<file path="config.mk">
export PLATFORM = sky130hd
export DESIGN_NAME = alu_serial_ctrl_flat
export DESIGN_NICKNAME = d
export VERILOG_FILES = /design/src/rtl/alu_serial_ctrl_if.sv /design/src/rtl/alu_serial_ctrl.sv /design/src/flat_wrapper.sv
export SDC_FILE = /design/constraint.sdc
export NUM_CORES = 1
export LEC_CHECK = 0
export ABC_CLOCK_PERIOD_IN_PS = 3760
export BUFFER_PORTS_ARGS = -buffer_cell sky130_fd_sc_hd__buf_4
export CAP_MARGIN = 20
export CORE_MARGIN = 2
export CORE_UTILIZATION = 55
export CTS_BUF_LIST = sky130_fd_sc_hd__clkbuf_8
export CTS_CLUSTER_DIAMETER = 150
export DETAILED_ROUTE_END_ITERATION = 8
export HOLD_SLACK_MARGIN = 0.12
export PLACE_DENSITY = 0.81
export SYNTH_ARGS = -nofsm -noshare
export SYNTH_HDL_FRONTEND = slang
export SYNTH_SLANG_ARGS = --single-unit
export TNS_END_PERCENT = 20
</file>
<file path="constraint.sdc">
create_clock -name clk -period 3.76 [get_ports clk]
set_input_delay 0.188 -clock clk [delete_from_list [all_inputs] [get_ports clk]]
set_output_delay 0.188 -clock clk [all_outputs]
set_load 0.02 [all_outputs]
</file>
<file path="src/rtl/alu_serial_ctrl_if.sv">
// Request/result handshake bundle for the nibble-serial add/subtract controller.
// The master side issues operands and accepts results; the slave side is the controller.
interface alu_serial_ctrl_if #(
  parameter int NIBBLES = 4
);
  localparam int W = 4 * NIBBLES;

  logic         in_valid;
  logic         in_ready;
  logic [W-1:0] a;
  logic [W-1:0] b;
  logic [1:0]   opcode;
  logic         out_valid;
  logic         out_ready;
  logic [W-1:0] y;
  logic         carry_out;
  logic         overflow;
  logic         busy;

  modport master (
    output in_valid, a, b, opcode, out_ready,
    input  in_ready, out_valid, y, carry_out, overflow, busy
  );

  modport slave (
    input  in_valid, a, b, opcode, out_ready,
    output in_ready, out_valid, y, carry_out, overflow, busy
  );
endinterface

</file>
<file path="src/rtl/alu_serial_ctrl.sv">
// Nibble-serial W-bit add/subtract: one 4-bit slice per RUN cycle, LSB first,
// with a stored carry flag that later operations may chain from.
module alu_serial_ctrl #(
  parameter int NIBBLES = 4
) (
  input  logic               clk,
  input  logic               rst_n,
  alu_serial_ctrl_if.slave   bus
);
  localparam int W  = 4 * NIBBLES;
  localparam int IW = $clog2(NIBBLES + 1);
  localparam logic [IW-1:0] LAST = IW'(NIBBLES);

  typedef enum logic [1:0] {IDLE, RUN, DONE} state_t;

  state_t        state_q;
  logic [W-1:0]  a_q, b_q, res_q, y_q;
  logic [IW-1:0] idx_q;
  logic          sub_q, carry_q, cmsb_q, cflag_q;
  logic          cout_q, ovf_q, out_valid_q, busy_q;

  logic [IW-1:0] sel;
  logic [3:0]    a_n, b_n;
  logic [4:0]    sum;
  logic          c_msb;

  always_comb begin
    // Index is clamped so the final (bookkeeping) RUN cycle never selects past the operand.
    sel   = (idx_q < LAST) ? idx_q : '0;
    a_n   = a_q[4*sel +: 4];
    b_n   = b_q[4*sel +: 4] ^ {4{sub_q}};
    sum   = {1'b0, a_n} + {1'b0, b_n} + {4'b0, carry_q};
    // Carry into the slice's top bit, recovered from its sum bit.
    c_msb = sum[3] ^ a_n[3] ^ b_n[3];
  end

  always_ff @(posedge clk or negedge rst_n) begin
    if (!rst_n) begin
      state_q     <= IDLE;
      a_q         <= '0;
      b_q         <= '0;
      res_q       <= '0;
      y_q         <= '0;
      idx_q       <= '0;
      sub_q       <= 1'b0;
      carry_q     <= 1'b0;
      cmsb_q      <= 1'b0;
      cflag_q     <= 1'b0;
      cout_q      <= 1'b0;
      ovf_q       <= 1'b0;
      out_valid_q <= 1'b0;
      busy_q      <= 1'b0;
    end else begin
      case (state_q)
        IDLE: begin
          if (bus.in_valid) begin
            a_q     <= bus.a;
            b_q     <= bus.b;
            sub_q   <= bus.opcode[0];
            carry_q <= bus.opcode[1] ? cflag_q : bus.opcode[0];
            idx_q   <= '0;
            busy_q  <= 1'b1;
            state_q <= RUN;
          end
        end
        RUN: begin
          if (idx_q != LAST) begin
            res_q[4*sel +: 4] <= sum[3:0];
            carry_q           <= sum[4];
            cmsb_q            <= c_msb;
            idx_q             <= idx_q + IW'(1);
          end else begin
            // Publish results only now so y keeps its previous value throughout RUN.
            y_q         <= res_q;
            cout_q      <= carry_q;
            ovf_q       <= cmsb_q ^ carry_q;
            cflag_q     <= carry_q;
            out_valid_q <= 1'b1;
            state_q     <= DONE;
          end
        end
        DONE: begin
          if (bus.out_ready) begin
            out_valid_q <= 1'b0;
            busy_q      <= 1'b0;
            state_q     <= IDLE;
          end
        end
        default: state_q <= IDLE;
      endcase
    end
  end

  assign bus.in_ready  = (state_q == IDLE);
  assign bus.out_valid = out_valid_q;
  assign bus.y         = y_q;
  assign bus.carry_out = cout_q;
  assign bus.overflow  = ovf_q;
  assign bus.busy      = busy_q;
endmodule

</file>
<file path="src/flat_wrapper.sv">
// flat-port wrapper written by rule: the top's interface ports become plain ports
module alu_serial_ctrl_flat 
#(
  parameter int NIBBLES = 4
)
  (clk, rst_n, bus_in_valid, bus_a, bus_b, bus_opcode, bus_out_ready, bus_in_ready, bus_out_valid, bus_y, bus_carry_out, bus_overflow, bus_busy);
  alu_serial_ctrl_if #(.NIBBLES(NIBBLES)) bus_i ();
  input  logic clk;
  input  logic rst_n;
  input wire logic [$bits(bus_i.in_valid)-1:0] bus_in_valid;
  input wire logic [$bits(bus_i.a)-1:0] bus_a;
  input wire logic [$bits(bus_i.b)-1:0] bus_b;
  input wire logic [$bits(bus_i.opcode)-1:0] bus_opcode;
  input wire logic [$bits(bus_i.out_ready)-1:0] bus_out_ready;
  output wire logic [$bits(bus_i.in_ready)-1:0] bus_in_ready;
  output wire logic [$bits(bus_i.out_valid)-1:0] bus_out_valid;
  output wire logic [$bits(bus_i.y)-1:0] bus_y;
  output wire logic [$bits(bus_i.carry_out)-1:0] bus_carry_out;
  output wire logic [$bits(bus_i.overflow)-1:0] bus_overflow;
  output wire logic [$bits(bus_i.busy)-1:0] bus_busy;
  assign bus_i.in_valid = bus_in_valid;
  assign bus_i.a = bus_a;
  assign bus_i.b = bus_b;
  assign bus_i.opcode = bus_opcode;
  assign bus_i.out_ready = bus_out_ready;
  assign bus_in_ready = bus_i.in_ready;
  assign bus_out_valid = bus_i.out_valid;
  assign bus_y = bus_i.y;
  assign bus_carry_out = bus_i.carry_out;
  assign bus_overflow = bus_i.overflow;
  assign bus_busy = bus_i.busy;
  alu_serial_ctrl #(.NIBBLES(NIBBLES)) u_core (.clk(clk), .rst_n(rst_n), .bus(bus_i));
endmodule
</file>
==> run summary, run 1 <==
status - finished, final reports clean
DRC errors left - 0
post-synthesis instance total - 292
Cells after DPL - 419
H-tree Lvls - 3
Synth Register Bits - 76
total track usage - 22.4%
Ant. Diodes - 0
HPWL after DPL - 4770 um
Crit path required time - 4.00 ns
syn_nets - 342
RSZ-0062 raised after global routing - no
fin. max-slew vios - 0
Starting DRT DRC Count - 125
flop2flop setup slack - 0.42 ns
GR Overflow Total - 0
final cell count without fillers - 470
Post-Synthesis Cell Area - 0.00354 sq mm
CTS Sinks - 76
core area - 0.00628 sq mm
post-route ant nets - 0
setup TNS - 0 ns
Synth Area per Inst - 12.1 sq um
Ys Warns - 0
CP Capture Type - register
P per Cell Area - 960 mW/mm^2
post-DR wirelength/cell - 15.5 um
weighted congestion reported at the end of routability-driven placement - 0.888
share of layout cells above drive strength 1 - 33.8%
CTS buffer count - 9
Worst-path clk slew - 0.07 ns
Buffers on Ports - 58
Seq/Total Area, Yosys - 53.7%
chip width - 84.3 um
Net count, final - 438
row count - 29
largest net degree at the start of global routing - 77
actual slew at the worst max-slew pin - 0.961 ns
most frequent cells in the layout - dfrtp_1, buf_4, mux2_2, nand2_1, dlygate4sd3_1
Initial Utilization - 56.5%
synth top area cells - dfrtp_1, mux2_2, nand2_1
hold_ws - 0.145 ns
CTS tree - built
Longest Clk Path Bufs - 2
routed vias/inst - 5.45
data arrival time of the worst path - 3.58 ns
DR vias - 2561
Synth cell types - 38
commonest non-fill, non-tap cell in the layout - dfrtp_1
clk_skew - 0.00734 ns
area leader, netlist - dfrtp_1
final count of negative-setup-slack endpoints - 0
first-pass GRT wire length - 12500 um
die area - 0.00710 sq mm
Layout area overhead - 30.5%
Crit Path Max Fanout - 17
Die Y - 84.3 um
post-synth top area share - 53.7%
Clock Latency Late Sink - 0.36 ns
P_leak - 2.17 nW
Worst slew margin - 35.7%
Peak Freq - 299 MHz
worst min path class - primary input to register
number of global-route vias before repair - 2648
Hold Fails Final Rpt - 0
WS Path Type - register to register
post-layout min period - 3.34 ns
CTS root buf - clkbuf_8
routed wire length - 7270 um
initial antenna violation count - 0
placed cell areas - 0.00406 sq mm
# IOs - 59
Tcrit/Tclk final - 88.8%
finished layout cell area - 0.00463 sq mm
peak supply drop - 0.000629 V
postcts setup bufs - 0
MaxCap Viol Count - 0
crit start category - register
drt first pass iters - 4
==> through the flow <==
| step | util (%) | power, mW | setup slack (ns) |
|---|---|---|---|
| detailed placement | 64.7 | 3.73 | 0.473 |
| floorplan | - | 3.05 | 0.620 |
| global route | 73.7 | 4.77 | 0.239 |
| CTS | 73.7 | 4.45 | 0.446 |
| finish | 73.7 | 4.44 | 0.421 |
| global placement | 64.7 | 3.63 | 0.585 |
==> cell usage after synthesis <==
cell,count
dfrtp_1,76
mux2_2,50
nand2_1,43
o31ai_1,16
ha_1,10
o21ai_0,10
a211oi_1,9
clkbuf_1,8
inv_1,8
and2_1,6
a31oi_1,5
nor2_1,5
nor2b_1,5
xnor2_1,4
a21o_1,3
and3b_1,3
nand3_1,3
a2111oi_4,2
a211o_1,2
a21oi_1,2
fa_1,2
inv_2,2
or3_1,2
xor2_1,2
and3_1,1
buf_1,1
buf_2,1
inv_4,1
mux2i_1,1
nand3b_1,1
nand4_1,1
nor2_8,1
nor2b_4,1
nor3_1,1
nor3b_2,1
o211ai_1,1
o21ai_1,1
or3b_1,1
==> layer usage <==
| metal | global-route usage [%] | wire, um | up-vias |
|---|---|---|---|
| met4 | 9.38 | 187 | 0 |
| met2 | 37.7 | 3600 | 69 |
| met1 | 27.8 | 3160 | 1250 |
| li1 | - | - | 1227 |
| met5 | 0 | 0 | - |
| met3 | 5.21 | 325 | 15 |
==> worst max-delay path, stage by stage (launching register included) <==
cell	delay, ns
dfrtp_1	0.52
nor2b_4	0.28
inv_2	0.18
a211oi_1	0.29
a31oi_1	0.08
xor2_1	0.16
ha_1	0.36
and3b_1	0.21
or3_1	0.39
a211o_1	0.33
nand4_1	0.09
or3b_1	0.34
==> registers in the layout, indices dropped and copies added (netlist names) <==
name,flops
u_core.carry_q,1
u_core.cmsb_q,1
u_core.a_q,16
u_core.cflag_q,1
u_core.bus.out_valid,1
u_core.bus.overflow,1
u_core.b_q,16
u_core.idx_q,3
u_core.state_q,2
u_core.res_q,16
u_core.sub_q,1
u_core.bus.busy,1
u_core.bus.y,16
==> final timing paths <==
path                                   endpoint  depth (start not counted)            start
worst max-delay path              u_core.cmsb_q                         11  u_core.idx_q[2]
worst min-delay path            u_core.bus.busy                          3     bus_in_valid
worst max register to register    u_core.cmsb_q                         11  u_core.idx_q[2]
worst min register to register  u_core.res_q[7]                          2  u_core.res_q[7]
max in group asynchronous        u_core.b_q[12]                          2            rst_n
min in group asynchronous       u_core.bus.y[8]                          2            rst_n
==> area by class of cell <==
cell class                 count  area [sq um]
clock buffer                  10           138
clock inverter                 6          78.8
fill                         439          1650
inverter                      11          43.8
multi-input combinational    195          1570
sequential                    76          1900
tap                           77          96.3
timing repair buffer          95           801
==> kinds of logic (layout without fill, tap and decap cells) <==
family                     Yosys count  in the layout  synth area share [%]
AOI/OAI and AO/OA                   51             51                  10.9
xor gates and xnor gates             6              6                  1.48
adders and majority gates           12             12                  4.66
buffers and inverters               21            122                  2.33
DFF                                 76             76                  53.7
muxes                               51             51                  16.2
and+or+nand+nor                     75             75                  10.8
==> timing repair <==
item,4_1_cts,5_1_grt
hold endpoints to repair,110,0
hold buffers,35,0
gates resized for setup,0,0
==> power breakdown <==
part / leakage, nW / internal [mW] / switching (mW)
sequential: 0.959 / 1.18 / 0.237
combinational: 1.10 / 1.02 / 1.33
clock: 0.117 / 0.386 / 0.293
total: 2.17 / 2.58 / 1.86
No activity file was read; power rests on OpenSTA's default activity.
==> run 2: changes to the inputs <==
--- a/config.mk
+++ b/config.mk
@@ -15,6 +15,7 @@
 export DETAILED_ROUTE_END_ITERATION = 8
 export HOLD_SLACK_MARGIN = 0.12
 export PLACE_DENSITY = 0.81
+export RECOVER_POWER = 50
 export SYNTH_ARGS = -nofsm -noshare
 export SYNTH_HDL_FRONTEND = slang
 export SYNTH_SLANG_ARGS = --single-unit
==> run summary, run 2 (synthesis results as in run 1) <==
MaxCap Viol Count - 1 (+1)
Multi-input gate area - 0.00157 sq mm (unchanged)
placed cell areas - 0.00406 sq mm (unchanged)
Clock Latency Late Sink - 0.35 ns (about the same)
Layout area overhead - 28.2%
Die Y - 84.3 um (unchanged)
post-DR wirelength/cell - 15.5 um (+0.21%)
H-tree Lvls - 3 (unchanged)
initial antenna violation count - 0 (unchanged)
post-cts sizing count - 0 (unchanged)
Clk network pwr share - 15.5% (+0.2 points)
routed wire length - 7290 um (+0.21%)
Cell Chain, Critical Path - nor2b_4, inv_2, a211oi_1, a31oi_1, xor2_1, ha_1, and3b_1, or3_1, a211o_1, nand4_1, or3b_1
post-route ant nets - 0 (unchanged)
drt first pass iters - 6 (+2)
Tcrit/Tclk final - 88.6% (-0.25 points)
Starting DRT DRC Count - 163 (+30%)
P_leak - 2.09 nW (-4.0%)
Hold Path Origin - bus_in_valid
total track usage - 22.4% (unchanged)
Net count, final - 438 (unchanged)
global route hottest layer - met2
buffers and inverters on the worst path - 1 (unchanged)
commonest non-fill, non-tap cell in the layout - dfrtp_1
hold worst-path end - u_core.bus.busy
Worst slew margin - -19.9% (-56 points)
Crit path required time - 3.99 ns (about the same)
CTS root buf - clkbuf_8
CTS Sinks - 76 (unchanged)
most frequent cells in the layout - dfrtp_1, mux2_2, nand2_1, buf_4, dlygate4sd3_1
failing checks - max-capacitance violations, max-slew violations
status - finished, violations left
WS Path Type - register to register
finished layout cell area - 0.00454 sq mm (-1.8%)
Worst-path clk slew - 0.07 ns (about the same)
setup TNS - 0 ns (unchanged)
Ant. Diodes - 0 (unchanged)
# IOs - 59 (unchanged)
Worst Hold Depth - 3 (unchanged)
CTS tree - built
Switching Share - 42.5% (+0.73 points)
chip width - 84.3 um (unchanged)
Buffers on Ports - 58 (unchanged)
worst min path class - primary input to register
fin. max-slew vios - 77 (+77)
clk_skew - 0.00733 ns (-0.00000594 ns)
number of global-route vias before repair - 2648 (unchanged)
flop2flop setup slack - 0.43 ns (about the same)
crit start category - register
weighted congestion reported at the end of routability-driven placement - 0.888 (unchanged)
postcts setup bufs - 0 (unchanged)
Internal Power - 2.51 mW (-3.0%)
slowest stage cell, crit path - dfrtp_1
Sequential Area - 0.00190 sq mm (unchanged)
HPWL after DPL - 4770 um (unchanged)
M1 GR Usage - 27.8% (unchanged)
actual slew at the worst max-slew pin - 1.80 ns (+0.838 ns)
peak supply drop - 0.000625 V (-0.58%)
Peak Freq - 300 MHz (+0.28%)
DRC errors left - 0 (unchanged)
Reg power frac - 32.4% (+0.5 points)
post-layout min period - 3.33 ns (-0.00949 ns)
CTS buffer count - 9 (unchanged)
final count of negative-setup-slack endpoints - 0 (unchanged)
CTS Hold Buffers Added - 35 (unchanged)
largest net degree at the start of global routing - 77 (unchanged)
M2 GR Usage - 37.7% (unchanged)
Cells after DPL - 419 (unchanged)
Initial Utilization - 56.5% (unchanged)
met3 Resource Use GR - 5.21% (unchanged)
routed vias/inst - 5.43 (-0.43%)
Crit Path Max Fanout - 17 (unchanged)
combinational share of power - 52.1% (-0.8 points)
die area - 0.00710 sq mm (unchanged)
RSZ-0062 raised after global routing - no
Longest Clk Path Bufs - 2 (unchanged)
P per Cell Area - 960 mW/mm^2 (about the same)
CP top delay family - simple AND/OR/NAND/NOR gates
share of layout cells above drive strength 1 - 28.5% (-5.3 points)
final cell count without fillers - 470 (unchanged)
first-pass GRT wire length - 12500 um (unchanged)
R2R Path End - u_core.cmsb_q
GR Overflow Total - 0 (unchanged)
CP Capture Type - register
data arrival time of the worst path - 3.56 ns (-0.02 ns)
row count - 29 (unchanged)
core area - 0.00628 sq mm (unchanged)
Reg2Reg Depth - 11 (unchanged)
RR Startpoint - u_core.idx_q[2]
Hold Fails Final Rpt - 0 (unchanged)
NetSw - 1.86 mW (about the same)
DR vias - 2550 (-0.43%)
number of fill cells in the layout - 438 (-0.23%)
Max stage delay on crit path - 0.52 ns (about the same)
## run 2: changes by cell type in the layout (fill, tap and decap cells not counted)
cell      change
clkbuf_2      +1
clkbuf_1     +21
buf_4        -23
clkbuf_4      +1
## run 2: metrics by stage
stage	setup WS (ns)	power [mW]	hold WS (ns)	utilization (%)
finish	0.430	4.36	0.152	72.4
global route	0.239	4.69	0.194	72.4
CTS	0.446	4.45	0.149	73.7
detailed placement	0.473	3.73	0.388	64.7
global placement	0.585	3.63	0.379	64.7
floorplan	0.620	3.05	-0.108	-
## run 2: worst reg2reg max path: stages (launching register included)
cell and delay, ns:
dfrtp_1 0.52, nor2b_4 0.28, inv_2 0.19, a211oi_1 0.28
a31oi_1 0.08, xor2_1 0.16, ha_1 0.36, and3b_1 0.21
or3_1 0.39, a211o_1 0.33, nand4_1 0.09, or3b_1 0.34
## run 2: layer usage
layer | wire length [um] | share of wire [%]
met1 | 3170 | 43
met2 | 3650 | 50
met3 | 293 | 4.0
met4 | 182 | 2.5
met5 | 0 | 0
## run 2: final cells by class
class                           instances  share of cell area [%]
Clock buffer                           10                    3.03
Multi-Input combinational cell        195                    34.5
Timing Repair Buffer                   95                    15.8
Tap cell                               77                    2.12
Clock inverter                          6                    1.73
Sequential cell                        76                    41.9
Inverter                               11                   0.964
## run 2: how the worst max path moves through the flow
stage | depth (start not counted) | slack [ns] | end | from
floorplan | 13 | 0.62 | u_core.cmsb_q | u_core.idx_q[0]
global placement | 11 | 0.59 | u_core.cmsb_q | u_core.idx_q[2]
detailed placement | 11 | 0.47 | u_core.cmsb_q | u_core.idx_q[2]
CTS | 11 | 0.45 | u_core.cmsb_q | u_core.idx_q[2]
global route | 11 | 0.24 | u_core.cmsb_q | u_core.idx_q[2]
finish | 11 | 0.43 | u_core.cmsb_q | u_core.idx_q[2]
## run 2: power groups by stage
stage	registers (mW)	logic, mW	clock network, mW
floorplan	1.46	1.59	0
global placement	1.41	2.22	0
detailed placement	1.43	2.30	0
CTS	1.42	2.35	0.687
global route	1.46	2.50	0.727
finish	1.41	2.27	0.676
